`config.mk`:
```
export PLATFORM = sky130hd
export DESIGN_NAME = read_stage
export DESIGN_NICKNAME = d
export VERILOG_FILES = /design/src/rtl/read_stage.sv
export SDC_FILE = /design/constraint.sdc
export NUM_CORES = 1
export LEC_CHECK = 0
export BUFFER_PORTS_ARGS = -buffer_cell sky130_fd_sc_hd__buf_2
export CORE_MARGIN = 10
export CORE_UTILIZATION = 47
export DETAILED_ROUTE_END_ITERATION = 10
export GPL_ROUTABILITY_DRIVEN = 0
export PLACE_DENSITY = 0.86
export REMOVE_ABC_BUFFERS = 1
export SKIP_LAST_GASP = 1
export SLEW_MARGIN = 20
export SYNTH_ARGS = -nofsm -noshare
export SYNTH_HDL_FRONTEND = slang
export SYNTH_SLANG_ARGS = --single-unit
```
`constraint.sdc`:
```
create_clock -name cpu_clk -period 5.6 [get_ports cpu_clk]
set_input_delay 1.12 -clock cpu_clk [delete_from_list [all_inputs] [get_ports cpu_clk]]
set_output_delay 1.12 -clock cpu_clk [all_outputs]
set_load 0.05 [all_outputs]
```
`src/rtl/read_stage.sv`:
```
// Operand-read pipeline stage: register-file read with writeback bypass, branch
// target/condition evaluation, and a single-entry valid/ready output register.
module read_stage #(
  parameter int DATA_W = 16,
  parameter int REG_W  = 4,
  parameter int IMM_W  = 5,
  parameter int SH_W   = 4
) (
  input  logic                  cpu_clk,
  input  logic                  cpu_rst,
  // upstream
  input  logic                  in_valid,
  output logic                  in_ready,
  input  logic                  flush,
  // decode
  input  logic                  imm_en,
  input  logic [IMM_W-1:0]      arg_imm,
  input  logic                  read_a,
  input  logic [REG_W-1:0]      arg_a,
  input  logic                  read_b,
  input  logic [REG_W-1:0]      arg_b,
  input  logic [2:0]            cmp_b,
  input  logic                  pc_set,
  input  logic                  pc_add,
  input  logic                  pc_inc,
  input  logic [1:0]            pc_src,
  input  logic [1:0]            en_regs,
  input  logic                  i_alu_en,
  input  logic [3:0]            i_truth_table,
  input  logic [4:0]            i_alu_op,
  input  logic                  sh_off_imm,
  // register file
  output logic                  reg_a_read,
  output logic [REG_W-1:0]      reg_a,
  input  logic [DATA_W-1:0]     reg_a_value,
  output logic                  reg_b_read,
  output logic [REG_W-1:0]      reg_b,
  input  logic [DATA_W-1:0]     reg_b_value,
  // writeback bypass
  input  logic                  wb_en,
  input  logic [REG_W-1:0]      wb_reg,
  input  logic [DATA_W-1:0]     wb_value,
  // downstream
  output logic                  out_valid,
  input  logic                  out_ready,
  output logic                  src_a_en,
  output logic                  src_b_en,
  output logic [DATA_W-1:0]     src_a,
  output logic [DATA_W-1:0]     src_b,
  output logic                  o_alu_en,
  output logic [3:0]            o_truth_table,
  output logic [4:0]            o_alu_op,
  output logic [SH_W-1:0]       sh_off,
  // branch
  output logic                  o_pc_set,
  output logic                  o_pc_add,
  output logic                  o_pc_inc,
  output logic [2*DATA_W-2:0]   pc,
  // stats
  output logic [15:0]           stall_cnt
);

  localparam int EXT_W = DATA_W - 1 - IMM_W;

  logic                accept;
  logic [DATA_W-1:0]   va;
  logic [DATA_W-1:0]   vb;
  logic                bz;
  logic                bn;
  logic                cond;
  logic                take_ok;
  logic                inc_ok;
  logic [DATA_W-2:0]   pc_lo;
  logic [DATA_W-1:0]   pc_hi;

  logic                out_valid_d, out_valid_q;
  logic [DATA_W-1:0]   src_a_d, src_a_q;
  logic [DATA_W-1:0]   src_b_d, src_b_q;
  logic                src_a_en_d, src_a_en_q;
  logic                src_b_en_d, src_b_en_q;
  logic                alu_en_d, alu_en_q;
  logic [3:0]          tt_d, tt_q;
  logic [4:0]          op_d, op_q;
  logic [SH_W-1:0]     sh_off_d, sh_off_q;
  logic [15:0]         stall_d, stall_q;

  assign reg_a_read = read_a;
  assign reg_a      = arg_a;
  assign reg_b_read = read_b;
  assign reg_b      = arg_b;

  assign in_ready = !cpu_rst && !flush && (!out_valid_q || out_ready);
  assign accept   = in_valid && in_ready;

  // Operand values, branch condition, target and strobes
  always_comb begin
    va = (wb_en && (wb_reg == arg_a)) ? wb_value : reg_a_value;
    vb = (wb_en && (wb_reg == arg_b)) ? wb_value : reg_b_value;

    bz   = (vb == {DATA_W{1'b0}});
    bn   = vb[DATA_W-1];
    cond = cmp_b[2] ? (bn ^ cmp_b[1]) : (bz ^ cmp_b[1]);

    if (!pc_src[0]) begin
      pc_lo = {(DATA_W-1){1'b0}};
    end else if (read_a) begin
      pc_lo = va[DATA_W-1:1];
    end else if (imm_en) begin
      pc_lo = {{EXT_W{arg_imm[IMM_W-1]}}, arg_imm};
    end else begin
      pc_lo = {(DATA_W-1){1'b0}};
    end
    pc_hi = pc_src[1] ? vb : {DATA_W{pc_lo[DATA_W-2]}};
    pc    = {pc_hi, pc_lo};

    // cmp_b[0] selects conditional behaviour; inc fires on the not-taken side
    take_ok  = !cmp_b[0] || cond;
    inc_ok   = !cmp_b[0] || !cond;
    o_pc_set = accept && pc_set && take_ok;
    o_pc_add = accept && pc_add && take_ok;
    o_pc_inc = accept && pc_inc && inc_ok;
  end

  // Next state of the output register and stall counter
  always_comb begin
    out_valid_d = out_valid_q;
    src_a_d     = src_a_q;
    src_b_d     = src_b_q;
    src_a_en_d  = src_a_en_q;
    src_b_en_d  = src_b_en_q;
    alu_en_d    = alu_en_q;
    tt_d        = tt_q;
    op_d        = op_q;
    sh_off_d    = sh_off_q;

    if (accept) begin
      out_valid_d = 1'b1;
      src_a_d     = read_a ? va : src_a_q;
      src_b_d     = read_b ? vb : src_b_q;
      src_a_en_d  = read_a && en_regs[0];
      src_b_en_d  = read_b && en_regs[1];
      alu_en_d    = i_alu_en;
      tt_d        = i_truth_table;
      op_d        = i_alu_op;
      sh_off_d    = sh_off_imm ? arg_imm[SH_W-1:0] : va[SH_W-1:0];
    end else if (flush) begin
      out_valid_d = 1'b0;
    end else if (out_valid_q && out_ready) begin
      out_valid_d = 1'b0;
    end else begin
      out_valid_d = out_valid_q;
    end

    if (out_valid_q && !out_ready && (stall_q != 16'hFFFF)) begin
      stall_d = stall_q + 16'd1;
    end else begin
      stall_d = stall_q;
    end
  end

  // Output register and stall counter, synchronous reset
  always_ff @(posedge cpu_clk) begin
    if (cpu_rst) begin
      out_valid_q <= 1'b0;
      src_a_q     <= {DATA_W{1'b0}};
      src_b_q     <= {DATA_W{1'b0}};
      src_a_en_q  <= 1'b0;
      src_b_en_q  <= 1'b0;
      alu_en_q    <= 1'b0;
      tt_q        <= 4'd0;
      op_q        <= 5'd0;
      sh_off_q    <= {SH_W{1'b0}};
      stall_q     <= 16'd0;
    end else begin
      out_valid_q <= out_valid_d;
      src_a_q     <= src_a_d;
      src_b_q     <= src_b_d;
      src_a_en_q  <= src_a_en_d;
      src_b_en_q  <= src_b_en_d;
      alu_en_q    <= alu_en_d;
      tt_q        <= tt_d;
      op_q        <= op_d;
      sh_off_q    <= sh_off_d;
      stall_q     <= stall_d;
    end
  end

  assign out_valid     = out_valid_q;
  assign src_a         = src_a_q;
  assign src_b         = src_b_q;
  assign src_a_en      = src_a_en_q;
  assign src_b_en      = src_b_en_q;
  assign o_alu_en      = alu_en_q;
  assign o_truth_table = tt_q;
  assign o_alu_op      = op_q;
  assign sh_off        = sh_off_q;
  assign stall_cnt     = stall_q;

endmodule

```
==> results.md, run 1 <==
- The flow ran to the end, and the final reports show no timing, DRC or antenna violations.
- The maximum clock skew at final layout is 0.00974 ns.
- In this run the tool buffered the top-level ports with 204 buffer cells.
- The chip height is roughly 100 µm.
- The power after layout is between 0.001 and 0.0015 W.
- The worst-case IR drop observed on VDD is roughly 0.00014 V.
- The via count of the first global-routing pass was 3,786.
- The synthesized netlist devotes 0.369% of its cell area to adder and majority cells.
- Global routing used between 30 and 40% of the available met2 tracks.
- The power per unit of standard cell area is ~260 nW/µm².
- The largest net degree at the start of global routing is between 60 and 70.
- For this run, the detailed router's first-pass iteration total came to 4.
- The max-cap violation count is 0.
- The capture instance of the worst register-to-register path is sh_off[0].
- The critical path is of the input pin to output pin type.
- The portion of synthesized area spent on multiplexers is 11.7%.
- The origin of the worst min-delay path is o_truth_table[1].
- In this run the critical register-to-register path is launched from out_valid.
- The remaining number of nets flagged by the antenna check after routing is 0.
- The detailed placer's ending HPWL is a little under 10,000 µm.
- The total length of routed wires is between 10,000 and 15,000 µm.
- The library cell used most frequently in the layout, excluding fill and tap cells, is sky130_fd_sc_hd__buf_2.
- Of the total synthesized cell area, the portion taken by AND, OR, NAND and NOR gates is between 20 and 25%.
- TritonCTS built the clock tree.
- Yosys printed 0 warnings.
- Cell internal power was estimated by the tool at 0.000769 W.
- The critical path data required time is between 4 and 5 ns.
- The worst setup path is launched from an input pin.
- The total overflow reported by the global router is 0.
- The number of hold-slack violations in the final timing report is 0.
- The global routing usage on met3 is under 10%.
- The arrival time of data at the critical path endpoint is ~3.2 ns.
- For hold timing, the worst endpoint is o_truth_table[1].
- After Yosys synthesis, XOR and XNOR cells account for 5.68% of the synthesized area.
- The number of I/O pins is 205.
- The overall die area is approximately 11,000 µm².
- The initial antenna violation count came to 0.
- The min-delay analysis places its worst path in the category flop to flop.
- A synthesized cell averages ~8.3 µm².
- Of the total power, combinational logic draws around a quarter.
- The reg-to-reg setup timing slack is 3.69 ns.
- At the later pin of the worst-skew pair, clock insertion delay measures between 0.3 and 0.4 ns.
- The fraction of post-synthesis cell area in the top cell type by area is 38.3%.
- After layout, the minimum clock period comes to between 4 and 5 ns.
- The mapped netlist covers 3390 µm².
- After clock tree synthesis, the clock-pin slew on the worst setup and hold paths is about 0.070 ns.
- The total routing resource utilization after global routing is between 20% and 30%.
- In the routed design, unresolved DRC markers number 0.
- After floorplanning, the core was divided into 30 placement rows.
- The die is approximately 100 µm wide.
- The number of slew-limit violations in the final report came to 0.
- The clock passes through at most 2 buffers.
- Along the worst hold path, the cell count comes to 2.
- The repair_antennas step left the layout with diodes totalling 0.
- In the post-synthesis netlist, the biggest area contributors are sky130_fd_sc_hd__dfxtp_1 (38%), sky130_fd_sc_hd__mux2i_1 (10%), sky130_fd_sc_hd__a211oi_1 (6.9%), sky130_fd_sc_hd__a21oi_1 (6.8%), sky130_fd_sc_hd__nor2_1 (5.9%).
- The routed layout has ~3.7k vias.
- The master cell of the clock root buffer is sky130_fd_sc_hd__clkbuf_8.
- Setup repair after global routing left no endpoint under its margin.
- Clock tree synthesis found a total of 65 sinks.
- Static timing analysis puts the maximum clock frequency at ~0.23 GHz.
- STA classifies the critical path endpoint as an output pin.
- The fraction of met1 tracks used by global routing is between 20% and 30%.
- The transition time at the pin with the least slew margin is ~0.68 ns.
- Once layout is done, the placed cells without fillers occupy between 4000 and 5000 µm².
- The number of buffers added for setup after CTS is 0.
- The total CTS buffers is 9.
- In the routed layout, each cell is associated on average with a via count of about 5.4.
- The final critical path takes up between 70 and 80% of the cycle.
- The first global-routing pass estimated 19,600 µm of wire.
- The top cell types in the final layout, fill and taps aside, are sky130_fd_sc_hd__buf_2 (204), sky130_fd_sc_hd__dfxtp_1 (65), sky130_fd_sc_hd__nor2_1 (53).
- The post-synthesis register bit count is between 60 and 70.
- The routing layer with the top usage in global route is met2.
- The share of synthesized area occupied by flip-flops and latches is 38.3%.
- Dividing the detail-routed wire length by the instance count gives about 18 µm.
- By area, the combinational part of the netlist is dominated by simple AND/OR/NAND/NOR gates.
- The final-stage net count is 686.
- The worst slack at placement is approximately 1.3 ns.
- The count of H-tree levels built during CTS is 3.
- The area of the core region is roughly 6900 µm².
- Setup violations remaining at the end of the flow were counted as 0.
- The largest driver fanout on the critical path is 17.
- In this run the power spent charging and discharging nets is slightly above 0.0004 W.
- The setup total negative slack is 0 ns.
- The area fraction in compound gates after synthesis is between 10% and 20%.
- The fraction of power consumed by sequential logic is about 41%.
- The detailed router finished its first iteration with ~140 violations.
- Of all cell types, the one taking the most synthesized area is sky130_fd_sc_hd__dfxtp_1.
- The initial utilization of the core area, before any placement, comes to about 49%.
- The hold buffer count at cts is 0.
- Synthesis instantiated 39 different standard cells from the library.
- Counting every instance in the synthesized netlist gives between 400 and 500.
- The switching fraction of total power is roughly a third.
- The final critical-path setup slack is 1.28 ns.
- Once placement finished, the instance area stood at ~4400 µm².
- Of the cells placed in the final design, the portion with a size suffix greater than 1 is about two fifths.
- The count of instances resized after the clock tree is built is 0.
- The number of cell instances on the worst register-to-register path is 6.
- The area growth from synthesis to layout is 34.3%.
- Measured against its own limit, the worst slew margin works out to between 50% and 60%.
- For this design the static power due to leakage is approximately 2.0 nW.
- The clock network is responsible for approximately a third of the overall power.
## Yosys cell counts
| library cell | count |
|---|---|
| sky130_fd_sc_hd__nor2_1 | 53 |
| sky130_fd_sc_hd__dfxtp_1 | 65 |
| sky130_fd_sc_hd__buf_4 | 11 |
| sky130_fd_sc_hd__nor3_1 | 5 |
| sky130_fd_sc_hd__buf_6 | 3 |
| sky130_fd_sc_hd__nor2_2 | 2 |
| sky130_fd_sc_hd__mux2i_2 | 1 |
| sky130_fd_sc_hd__clkbuf_1 | 16 |
| sky130_fd_sc_hd__and3_1 | 6 |
| sky130_fd_sc_hd__buf_2 | 6 |
| sky130_fd_sc_hd__a21oi_1 | 46 |
| sky130_fd_sc_hd__and2_0 | 1 |
| sky130_fd_sc_hd__o2111ai_1 | 1 |
| sky130_fd_sc_hd__or3b_2 | 1 |
| sky130_fd_sc_hd__a211oi_1 | 31 |
| sky130_fd_sc_hd__a311oi_1 | 1 |
| sky130_fd_sc_hd__nor3b_1 | 1 |
| sky130_fd_sc_hd__xnor2_1 | 11 |
| sky130_fd_sc_hd__nand3b_1 | 1 |
| sky130_fd_sc_hd__or3_1 | 2 |
| sky130_fd_sc_hd__xor2_1 | 11 |
| sky130_fd_sc_hd__nand3_1 | 7 |
| sky130_fd_sc_hd__a21o_1 | 2 |
| sky130_fd_sc_hd__and4_1 | 4 |
| sky130_fd_sc_hd__o21ai_1 | 1 |
| sky130_fd_sc_hd__mux2i_1 | 35 |
| sky130_fd_sc_hd__mux2_2 | 3 |
| sky130_fd_sc_hd__o21ai_0 | 6 |
| sky130_fd_sc_hd__and2_1 | 2 |
| sky130_fd_sc_hd__nor4_2 | 1 |
| sky130_fd_sc_hd__nor3_2 | 1 |
| sky130_fd_sc_hd__nand4_1 | 6 |
| sky130_fd_sc_hd__nand2_1 | 43 |
| sky130_fd_sc_hd__o21a_1 | 3 |
| sky130_fd_sc_hd__ha_1 | 1 |
| sky130_fd_sc_hd__a31oi_2 | 1 |
| sky130_fd_sc_hd__nor4_1 | 9 |
| sky130_fd_sc_hd__inv_1 | 4 |
| sky130_fd_sc_hd__nor2b_1 | 4 |
## how the worst max path moves through the flow
stage	startpoint	end	slack, ns	cells past startpoint
floorplan	wb_reg[2]	o_pc_inc	-0.39	5
global placement	wb_reg[2]	o_pc_add	1.46	8
detailed placement	wb_reg[2]	o_pc_add	1.29	8
CTS	wb_reg[2]	o_pc_add	1.27	8
global route	wb_reg[2]	o_pc_add	1.18	8
finish	wb_reg[2]	o_pc_add	1.28	8
## critical path, stage by stage
cell	delay, ns
sky130_fd_sc_hd__buf_2	0.12
sky130_fd_sc_hd__xor2_1	0.19
sky130_fd_sc_hd__nor4_4	0.28
sky130_fd_sc_hd__buf_4	0.34
sky130_fd_sc_hd__mux2i_2	0.44
sky130_fd_sc_hd__xor2_1	0.16
sky130_fd_sc_hd__a211oi_1	0.25
sky130_fd_sc_hd__buf_2	0.30
## per-stage QoR
stage                     utilization, %  hold WS (ns)  std cells
after floorplan                        -         0.670        372
after global placement              63.1         0.436        675
after detailed placement            63.1         0.443        675
after CTS                           65.9         0.456        690
after global routing                66.0         0.485        690
final                               66.0         0.454        690
## final cells by class
class / instances / area (µm²)
sequential: 65 / 1300
clock buffer: 10 / 138
tap: 96 / 120
inverter: 4 / 15.0
multi-input combinational: 303 / 1880
clock inverter: 5 / 56.3
fill: 621 / 2350
timing repair buffer: 207 / 1040
## kinds of logic (layout without fill, tap and decap cells)
logic type | Yosys count | in the layout
AND/OR/NAND/NOR | 149 | 149
multiplexers | 39 | 39
AO/OA/AOI/OAI | 92 | 92
flip-flops | 65 | 65
XOR/XNOR | 22 | 22
buffers and inverters | 40 | 226
adder cells (fa/ha/maj) | 1 | 1
## power groups by stage
stage | clock, W | sequential, W | combinational [W]
floorplan | 0 | 0.000532 | 0.000133
global placement | 0 | 0.000490 | 0.000294
detailed placement | 0 | 0.000491 | 0.000299
CTS | 0.000404 | 0.000480 | 0.000300
global route | 0.000430 | 0.000481 | 0.000318
finish | 0.000396 | 0.000480 | 0.000299
## routing by layer
metal,part of all wire [%],up-vias
li1,-,1803
met1,39,1693
met2,50,194
met3,8.5,22
met4,1.8,0
met5,0,-
## sequential cells by signal, indices dropped and copies added, names as in the netlist
register / count
src_a: 16
src_b: 16
stall_cnt: 16
o_alu_op: 5
o_truth_table: 4
sh_off: 4
o_alu_en: 1
out_valid: 1
src_a_en: 1
src_b_en: 1
No activity file was read; power rests on OpenSTA's default activity.
==> inputs of run 2 (changes only) <==
Settings changed: ABC_AREA set to 1, CORE_UTILIZATION 47 to 41, PLACE_DENSITY 0.86 to 0.78.
Clock period 5.6 ns to 3.8 ns, I/O delays scaled along.
==> results.md, run 2 <==
- The arrival time of data at the critical path endpoint is around 2.8 ns.
- The remaining number of nets flagged by the antenna check after routing is 0.
- The count of cells along the worst hold path is 2.
- The largest voltage drop on the vdd net is 0.000179 V.
- The number of cell instances on the worst register-to-register path is 11.
- The first routing iteration left around 260 violations.
- Across all setup checks in the final design, the least slack found is between 0.2 and 0.3 ns.
- In the routed layout, each cell is associated on average with a via count of ~4.8.
- The overall die area is approximately 13,000 µm².
- Headroom to the max-slew limit came out at 54.2%.
- The via count of the first global-routing pass was approximately 4.2k.
- The total routing resource utilization after global routing is 19.4%.
- The endpoint kind of the worst setup timing path is an output pin.
- The average wire per standard cell is between 10 and 15 µm.
- The worst slack at placement is 0.287 ns.
- The tightest min-delay check is of the flop to flop type.
- The most used flip-flop cell after synthesis is sky130_fd_sc_hd__dfxtp_1.
- In this run the count of I/O pins placed on the die edge is roughly 200.
- Summing the sequential cell areas from Yosys gives 34.8% of the chip area.
- The number of setup violations in the final report is 0.
- In the final layout, the share of cells above drive strength 1 is a little under a third.
- The width of the die is between 100 and 150 µm.
- Each instance of the synthesized netlist takes up on average roughly 6 µm².
- The first global-routing pass estimated around 21,000 µm of wire.
- The number of antenna diodes in the final layout is 0.
- The largest driver fanout on the critical path is 29.
- Relative to the synthesized area, the layout overhead comes to 35.2%.
- The run finished with clean final reports.
- Summed over all cells, the static leakage comes to 2.98 nW.
- At the end of the flow, the number of nets in the layout was between 800 and 900.
- The master cell of the clock root buffer is sky130_fd_sc_hd__clkbuf_8.
- The synthesized netlist cell count is roughly 610.
- The clock latency of the later-clocked register in the worst-skew pair is 0.34 ns.
- The highest clock frequency the design can meet is 0.284 GHz.
- For the pin with the worst max-slew slack, the measured transition is between 0.6 and 0.7 ns.
- Once layout is complete, the cells apart from fillers number ~910.
- The slowest stage of the critical path is the sky130_fd_sc_hd__o21ai_0 cell.
- The filler cells instantiated in the layout total 892.
- Between clock sinks in the finished design, the worst skew comes to around 0.009 ns.
- The critical path data required time is ~3.0 ns.
- Summing every instance area after synthesis gives ~3700 µm².
- Setup repair after global routing left no endpoint under its margin.
- Sorting the synthesized cells by how often they occur yields sky130_fd_sc_hd__nand2_1 (145), sky130_fd_sc_hd__inv_1 (130), sky130_fd_sc_hd__o21ai_0 (88), sky130_fd_sc_hd__a21oi_1 (65), sky130_fd_sc_hd__dfxtp_1 (65).
- Measured along the y axis, the die boundary spans 116 µm.
- The library cells used most frequently in the layout, excluding fill and tap cells, are sky130_fd_sc_hd__buf_2 (204), sky130_fd_sc_hd__nand2_1 (145), sky130_fd_sc_hd__inv_1 (130).
- After layout, the minimum clock period comes to roughly 3.5 ns.
- The number of enable flip-flop cells after synthesis is 0.
- After layout, the worst path uses a little over 90% of the clock period.
- After global routing the overflow that remains totals 0.
- The kind of start point of the critical path is an input pin.
- The total instance count after detailed placement is a little under 900.
- The hold buffer count at cts is 0.
- The design internal power is 0.00134 W.
- The count of instances resized after the clock tree is built is 0.
- The max-cap violation count is 0.
- In this run, flip-flops and latches consume 35.5% of the power.
- The number of hold-slack violations in the final timing report was 0.
- The tightest hold path in the finished design has a slack of roughly 0.46 ns.
- Summed over all instances, the cell type with the most area after synthesis is sky130_fd_sc_hd__dfxtp_1.
- The number of slew-limit violations in the final report is 0.
- Post-CTS timing repair inserted 0 buffers for setup.
- The detailed router placed 4,350 vias in this run.
- The count of unresolved DRC violations after routing is 0.
- The path type of the worst setup path is input pin to output pin.
- Combinational cells account for a little under a quarter of the total power.
- Walking the worst path, the cells encountered are buf_2 > nor2_1 > nor2_1 > nor2_2 > nand3_2 > buf_12 > o21ai_0 > nor2_1 > nand2_1 > nor2_2 > nand2_2 > nand3_1 > nand3_2 > nand2_1 > inv_1 > buf_2.
- The cell seen most often among critical-path stages is sky130_fd_sc_hd__nor2_1.
- The TritonCTS sink count is 65.
- The most used standard cell by instance count after synthesis is sky130_fd_sc_hd__nand2_1.
- In this design, the stage delay of the slowest critical-path cell is between 0.4 and 0.5 ns.
- The area of the core region is slightly below 9000 µm².
- The post-synthesis register bit count is 65.
- The number of placement rows is 34.
- The clock network fraction of total power is between 40% and 50%.
- Entering global routing, the biggest net connects 43 pins.
- The distinct cell type count of the synthesized netlist is 30.
- The share of flip-flops with an asynchronous set or reset after synthesis is 0%.
- By area the synthesized netlist is led by sky130_fd_sc_hd__dfxtp_1 (35%), sky130_fd_sc_hd__nand2_1 (15%), sky130_fd_sc_hd__inv_1 (13%), sky130_fd_sc_hd__o21ai_0 (12%), sky130_fd_sc_hd__a21oi_1 (8.7%).
- The initial antenna violation count is 0.
- The count of H-tree levels built during CTS is 3.
- The most common cell after layout, fill and taps aside is sky130_fd_sc_hd__buf_2.
- The clock transition time at the flip-flop clock pins of the worst setup and hold paths is approximately 0.08 ns.
- After legalization and detailed placement, the total HPWL measured 10,700 µm.
- The TritonCTS clock tree is done.
- The total length of routed wires is 13,300 µm.
- The starting utilization of the core area is between 40% and 50%.
- The number of iterations in the first detailed-routing pass is 4.
- TritonCTS created 9 clock buffers.
- Yosys printed 0 warnings.
- In this run the power spent charging and discharging nets is 0.000651 W.
- Of the post-synthesis cell area, the dominant cell type holds 34.8%.
- Net switching is 32.6% of the power.
- The clock passes through at most 2 buffers.
- The power per unit of standard cell area is 394 nW/µm².
- During placement, the flow inserted port buffers numbering 204.
-- run 2: cell count changes in the layout (fill, tap and decap cells not counted), moves of 8 or more --
cell / before / now
sky130_fd_sc_hd__inv_1: 4 / 130
sky130_fd_sc_hd__nand2_1: 43 / 145
sky130_fd_sc_hd__o21ai_0: 6 / 88
sky130_fd_sc_hd__mux2i_1: 35 / 0
sky130_fd_sc_hd__a211oi_1: 31 / 1
sky130_fd_sc_hd__nor2_1: 53 / 29
sky130_fd_sc_hd__a21oi_1: 46 / 65
sky130_fd_sc_hd__xnor2_1: 11 / 0
sky130_fd_sc_hd__xor2_1: 11 / 1
sky130_fd_sc_hd__nor4_1: 9 / 1
-- run 2: logic make-up after synthesis --
family,count (synthesis),synth area share (%)
and+or+nand+nor,210,23.3
buffers and inverters,171,18.7
AOI/OAI and AO/OA,163,22.7
DFF,65,34.8
xor gates and xnor gates,1,0.234
adders and majority gates,1,0.334
-- run 2: power groups by stage --
stage	Clock, W	Combinational, W	Sequential (W)
6_report	0.000824	0.000463	0.000708
5_1_grt	0.000863	0.000500	0.000711
4_1_cts	0.000832	0.000465	0.000708
3_5_place_dp	0	0.000464	0.000724
3_3_place_gp	0	0.000463	0.000723
2_1_floorplan	0	0.000217	0.000788
-- run 2: routing by layer --
metal | global-route usage [%] | up-vias | wire (µm)
li1 | - | 2246 | -
met1 | 22.5 | 1937 | 5440
met2 | 34.7 | 156 | 6790
met3 | 5.74 | 11 | 956
met4 | 3.80 | 0 | 142
met5 | 0 | - | 0
-- run 2: worst max-delay path, delay by kind of cell --
kind	cells	cell delay [ns]
compound gates	1	0.44
buf+inv	4	0.58
simple gates	11	0.97
-- run 2: final timing paths --
path           startpoint           end  slack [ns]
min reg2reg  stall_cnt[4]  stall_cnt[4]        0.46
max             wb_reg[2]      o_pc_add        0.27
max reg2reg     out_valid      src_a[5]        1.76
min          stall_cnt[4]  stall_cnt[4]        0.46
-- run 2: cell type report --
class	count	area (µm²)	area share, %
Clock buffer	10	138	2.72
Clock inverter	6	138	2.72
Inverter	134	503	9.95
Multi-Input combinational cell	375	1740	34.4
Sequential cell	65	1300	25.7
Tap cell	108	135	2.67
Timing Repair Buffer	213	1100	21.8
-- run 2: stage by stage --
stage / area, µm² / utilization [%] / TNS [ns] / power, W
finish: 5060 / 57.4 / 0 / 0.00200
global route: 5060 / 57.4 / 0 / 0.00207
CTS: 5060 / 57.4 / 0 / 0.00200
detailed placement: 4780 / 54.3 / 0 / 0.00119
global placement: 4780 / 54.3 / 0 / 0.00119
floorplan: 3550 / - / -0.821 / 0.00100
